## config.mk

```make
export PLATFORM = sky130hd
export DESIGN_NAME = mux4_rr_arbiter
export DESIGN_NICKNAME = d
export VERILOG_FILES = /design/src/rtl/mux4_rr_arbiter.sv
export SDC_FILE = /design/constraint.sdc
export NUM_CORES = 1
export LEC_CHECK = 0
export BUFFER_PORTS_ARGS = -buffer_cell sky130_fd_sc_hd__buf_4
export CAP_MARGIN = 10
export CORE_UTILIZATION = 50
export CTS_CLUSTER_SIZE = 40
export DETAILED_ROUTE_END_ITERATION = 6
export GPL_ROUTABILITY_DRIVEN = 0
export GPL_TIMING_DRIVEN = 0
export PLACE_DENSITY_LB_ADDON = 0.2
export SLEW_MARGIN = 25
export SYNTH_ARGS = -nofsm -noshare
export SYNTH_HDL_FRONTEND = slang
export SYNTH_SLANG_ARGS = --single-unit
```

## constraint.sdc

```tcl
create_clock -name clk -period 2.05 [get_ports clk]
set_input_delay 0.205 -clock clk [delete_from_list [all_inputs] [get_ports clk]]
set_output_delay 0.205 -clock clk [all_outputs]
set_load 0.005 [all_outputs]
```

## src/rtl/mux4_rr_arbiter.sv

```systemverilog
// Four-way round-robin arbiter that steers one data lane onto a shared registered output.
// An owner keeps the grant until it releases, drops its request, or hits the hold limit.
module mux4_rr_arbiter #(
    parameter int HOLD_MAX = 8,
    parameter int CNT_W    = 4
) (
    input  logic       clk,
    input  logic       rst_n,
    input  logic [3:0] req,
    input  logic       rel,
    input  logic [3:0] d,
    output logic [3:0] gnt,
    output logic [1:0] sel,
    output logic       valid,
    output logic       y
);

    // state | meaning
    // IDLE  | no owner; pick the next winner in pointer order on the next edge
    // GRANT | sel owns the channel; watch for release, request drop or hold limit
    typedef enum logic {
        IDLE  = 1'b0,
        GRANT = 1'b1
    } state_t;

    if (HOLD_MAX < 2 || HOLD_MAX > 15) begin : g_bad_hold
        $error("mux4_rr_arbiter: HOLD_MAX must be in 2..15");
    end
    if ((2 ** CNT_W) <= HOLD_MAX) begin : g_bad_cnt
        $error("mux4_rr_arbiter: CNT_W too narrow for HOLD_MAX");
    end

    localparam logic [CNT_W-1:0] CNT_LAST = CNT_W'(HOLD_MAX - 1);

    state_t           state;
    logic [1:0]       ptr;
    logic [CNT_W-1:0] cnt;

    logic       win_found;
    logic [1:0] win_idx;
    logic       grant_exit;

    // First asserted request starting at ptr and wrapping modulo 4.
    always_comb begin
        win_found = 1'b0;
        win_idx   = ptr;
        for (int k = 0; k < 4; k++) begin
            if (!win_found && req[ptr + 2'(k)]) begin
                win_found = 1'b1;
                win_idx   = ptr + 2'(k);
            end
        end
    end

    assign grant_exit = rel || !req[sel] || (cnt == CNT_LAST);

    always_ff @(posedge clk or negedge rst_n) begin
        if (!rst_n) begin
            state <= IDLE;
            ptr   <= 2'd0;
            cnt   <= '0;
            gnt   <= 4'b0000;
            sel   <= 2'd0;
            valid <= 1'b0;
            y     <= 1'b0;
        end else begin
            y <= valid ? d[sel] : 1'b0;
            case (state)
                IDLE: begin
                    cnt <= '0;
                    if (win_found) begin
                        state <= GRANT;
                        gnt   <= 4'b0001 << win_idx;
                        sel   <= win_idx;
                        valid <= 1'b1;
                    end else begin
                        gnt   <= 4'b0000;
                        valid <= 1'b0;
                    end
                end
                GRANT: begin
                    if (grant_exit) begin
                        state <= IDLE;
                        gnt   <= 4'b0000;
                        valid <= 1'b0;
                        ptr   <= sel + 2'd1;
                        cnt   <= '0;
                    end else begin
                        cnt <= cnt + 1'b1;
                    end
                end
                default: begin
                    state <= IDLE;
                    gnt   <= 4'b0000;
                    valid <= 1'b0;
                    cnt   <= '0;
                end
            endcase
        end
    end

endmodule
```

== Word-level counts from Yosys, hierarchy flattened ==
Cells that the tools add are included.

* Bits in registers: 15
* Input bits: 11
* Output and inout port bits: 8
* Word-level logic and storage cells: 62

* Add/subtract/negate cells: 5
* $lt $le $gt $ge: 5
* Equal/unequal tests: 2
* Shifts and indexed selects: 1
* Muxes and demuxes: 30
* Bitwise operators: 1
* Reductions and logical operators: 11

{| class="wikitable"
|+ Operators with widths
! kind !! number
|-
| $pmux 4 s2 || 2
|-
| $lt 2x3->1 const B || 5
|-
| $mux 1 || 14
|-
| $bmux 1 s2 || 6
|-
| $mux 4 || 3
|-
| $mux 2 || 3
|-
| $add 2x1->2 const B || 2
|-
| $add 2x2->2 const B || 2
|-
| $add 4x1->4 const B || 1
|-
| $eq 4x3->1 const B || 1
|-
| $logic_not 1->1 || 4
|-
| $pmux 1 s2 || 2
|-
| $reduce_and 2->1 || 2
|-
| $shl 1x2->4 const A || 1
|-
| $logic_and 1x1->1 || 3
|-
| $logic_or 1x1->1 || 2
|-
| $ne 2x1->1 const B || 1
|-
| $not 1->1 || 1
|}

== Longest topological paths before layout ==
* Depth after elaboration: 15
* Mapped depth: 5
* Depth with buffers taken out: 5

== Worst setup path after synthesis ==
OpenSTA, ideal clock, no wires.

* Path kind: register -> register
* Start point: register sel[0]
* End point: register gnt[2]
* Library setup time: 0.121 ns
* Data arrival time: 1.425 ns
* Data required time: 1.929 ns
* Path slack: 0.504 ns
* Stages on the path, launching flop included: 5
* Buffers on the path: 0
* Clock period less this slack: 1.546 ns
* Cell sequence: dfrtp_1 -> mux4_2 -> o211ai_4 -> nor2_4 -> a22o_1

* Word-level cells in the longest chain between the ends: 6

{| class="wikitable"
|+ Ends and longest elaborated chain
! item !! RTL line !! RTL
|-
| from (decl) || 13 || <nowiki>output logic [1:0] sel,</nowiki>
|-
| from (signal assigned) || 74 || <nowiki>sel <= win_idx;</nowiki>
|-
| $bmux 1 s2 || 55 || <nowiki>assign grant_exit = rel || !req[sel] || (cnt == CNT_LAST);</nowiki>
|-
| $mux 1 (not written as such) || 55 ||
|-
| $logic_not 1->1 || 55 ||
|-
| $logic_or 1x1->1 (2 in a row) || 55 ||
|-
| $ne 2x1->1 (no source line) || n/a ||
|-
| to (signal assigned) || 73 || <nowiki>gnt <= 4'b0001 << win_idx;</nowiki>
|-
| to (decl) || 12 || <nowiki>output logic [3:0] gnt,</nowiki>
|}

Every way passes these cells. The select of a mux whose other input is x is not followed.
A chain may end at the register's enable or synchronous reset.

== Final worst setup path ==
* Start point: register sel[0]
* End point: register gnt[3]

The elaborated chain is that of the path after synthesis.

==> results.json <==
{
  "cts_setup_buffers": 0,
  "die_w_um": 40.8,
  "power_switching_w": 0.000425,
  "power_density_nw_per_um2": 1250,
  "fin_crit_sh_pct": 82.9,
  "grt_pass1_wl_um": 2260,
  "swShare_pct": 36.1,
  "htree_levels": 1,
  "drive_gt1_share_pct": 32.6,
  "grt_busiest_layer": "met2",
  "hold_depth": 4,
  "ir_drop_uv": 799,
  "cp_max_fo": 7,
  "synth.distinct_cells": 31,
  "n_fill_cell": 99,
  "hold-path-endpoint": "cnt[2]",
  "hp-class": "input pin to register",
  "clk_pin_slew_worst_paths_ps": 90,
  "wl_per_cell_um": 14.7,
  "power_frac_clock_pct": 14.3,
  "place_ws_ps": 366,
  "cts_hold_buffers": 1,
  "syn_area_um2": 754,
  "crit_family": "multiplexers",
  "synth-edff-count": 0,
  "cp_num_buf_inv": 0,
  "fin_tns_setup_ps": 0,
  "vias_per_cell": 5.87,
  "grt_overflow": 0,
  "rows": 13,
  "reg2reg_depth": 4,
  "fp.dieH_um": 40.8,
  "cp-start-kind": "register",
  "grtUsageMet1_pct": 25.6,
  "initial_core_util_pct": 55.9,
  "cts_num_sinks": 15,
  "grt_max_degree": 16,
  "rsz0062_at_grt": "false",
  "die_area_um2": 1670,
  "r2r_slack_ps": 350,
  "seq_area_um2": 375,
  "clock_path_buffers": 2,
  "hold_viol_final": 0,
  "grt_use_total_pct": 21.3,
  "worstSkewPairLatency_ps": 280,
  "worstMarginPinSlew_ps": 480,
  "numPortBuffers": 18,
  "dp_hpwl_um": 1120,
  "p_leak_nw": 0.446,
  "cts_buffers": 3,
  "status": "complete, no violations",
  "antenna_found_initial": 0,
  "cts_resized": 0,
  "drv_slew": 0,
  "nets": 99,
  "crit_cells": 4,
  "setup.worst_path.class": "register to register",
  "grt_use_met3_pct": 4.89,
  "fmax_mhz": 588,
  "fin_ws_ps": 350,
  "wl_um": 1490,
  "crit_required_ps": 2220,
  "combPwrFrac_pct": 41.8,
  "use_met2_pct": 34.8,
  "max_cap_violations": 0,
  "end_kind": "register",
  "drc": 0,
  "critPathMaxStageDelay_ps": 580,
  "pwr-share-seq_pct": 43.9,
  "syn_area_per_cell_um2": 12.0,
  "yosysWarnings": 0,
  "r2r-end": "gnt[3]",
  "firstDrtPassIters": 4,
  "multi_input_area_um2": 368,
  "min_period_ps": 1700,
  "cp_data_arrival_time_ps": 1870,
  "setup_viol": 0,
  "ys_seq_area_share_pct": 49.8,
  "tritoncts": "built",
  "cpMaxStageDelayCell": "mux4_2",
  "min_from": "rel",
  "synth-seq-cells": 15,
  "async_reset_ff_share_pct": 100,
  "synth_ff_type": "dfrtp_1",
  "cp_cell_sequence": "mux4_2 > o211ai_4 > nor2_4 > a22o_1",
  "core-area_um2": 1350,
  "final_antenna_net_count": 0,
  "area.growth.synth_to_final_pct": 25.2,
  "drtIter0Drc": 14,
  "clockRootBuffer": "clkbuf_4",
  "num_vias": 593,
  "num_io_pins": 19,
  "relSlewSlack_pct": 68.0,
  "synth_nets": 75,
  "diodes": 0,
  "r2r-start": "sel[0]",
  "syn_inst": 63,
  "skew_ps": 3.85,
  "p_int_w": 0.000753,
  "grt_pass1_vias": 543
}
[layout by cell type, fill, tap and decap left out, types with 2 or more instances in the layout]
| master | instances |
|---|---|
| inv_1 | 3 |
| xnor2_1 | 2 |
| buf_4 | 18 |
| a21oi_1 | 6 |
| o2bb2ai_1 | 2 |
| and2_1 | 3 |
| nor2_1 | 2 |
| clkbuf_4 | 3 |
| o21ai_0 | 2 |
| nand3_1 | 2 |
| dfrtp_1 | 15 |
| a22o_1 | 2 |
| nor3_1 | 4 |
[power groups by stage]
stage	clock network [W]	registers, W	logic, W
final	0.000168	0.000517	0.000492
after global routing	0.000181	0.000528	0.000535
after CTS	0.000169	0.000512	0.000493
after detailed placement	0	0.000519	0.000488
after global placement	0	0.000511	0.000476
after floorplan	0	0.000501	0.000301
[metal layers]
metal	up-vias	wire, um
met1	291	682
met5	-	0
li1	280	-
met2	20	717
met3	2	70
met4	0	16
[registers in the layout (all words and copies together), names as in the netlist]
register / cells
state: 1
cnt: 4
y: 1
ptr: 2
valid: 1
gnt: 4
sel: 2
[per-stage QoR]
stage | utilization, % | std cells | cell area [um2] | power, W | hold slack, ps
2_1_floorplan | - | 63 | 754 | 0.000801 | -90.6
3_3_place_gp | 67.3 | 96 | 908 | 0.000987 | 67.0
3_5_place_dp | 67.3 | 96 | 908 | 0.00101 | 66.0
4_1_cts | 70.0 | 101 | 945 | 0.00117 | 269
5_1_grt | 70.0 | 101 | 945 | 0.00124 | 297
6_report | 70.0 | 101 | 945 | 0.00118 | 270
[synthesized netlist by cell type (all sizes together), types with 2 or more instances]
cell	count	area share, %
nor3	4	2.7
mux4	2	6.5
o21ai	2	1.3
nor2	3	2.5
o211ai	2	3.8
and2	3	2.5
xnor2	2	2.3
inv	3	1.5
and2b	2	2.2
o2bb2ai	2	2.3
nand3	2	1.3
a21oi	6	4.0
a22o	2	2.3
dfrtp	15	50
[worst max path at each step]
stage / slack [ps] / startpoint / to
6_report: 350 / sel[0] / gnt[3]
5_1_grt: 290 / sel[0] / gnt[3]
4_1_cts: 350 / sel[0] / gnt[3]
3_5_place_dp: 370 / sel[0] / gnt[3]
3_3_place_gp: 390 / sel[0] / gnt[3]
2_1_floorplan: 500 / sel[0] / gnt[2]
[worst min-delay path, cell delays in order]
cell and delay, ps:
buf_4 70, inv_1 50, o211ai_4 120, nor3_1 70
[final cells by class]
type / instances / share of cell area, %
flip-flops and latches: 15 / 39.7
multi-input cells: 45 / 38.9
repair buffers: 19 / 15.4
clock buffers: 4 / 2.78
well taps: 15 / 1.99
inverters: 3 / 1.19
[logic make-up after synthesis]
kind of cell	after synthesis	share of synthesized area, %
and+or+nand+nor	19	15.9
muxes	3	7.96
buffers and inverters	3	1.49
xor gates and xnor gates	3	3.48
DFF	15	49.8
adders and majority gates	1	1.66
AOI/OAI and AO/OA	19	19.7
Note: power is estimated with default switching activity, not from simulation.
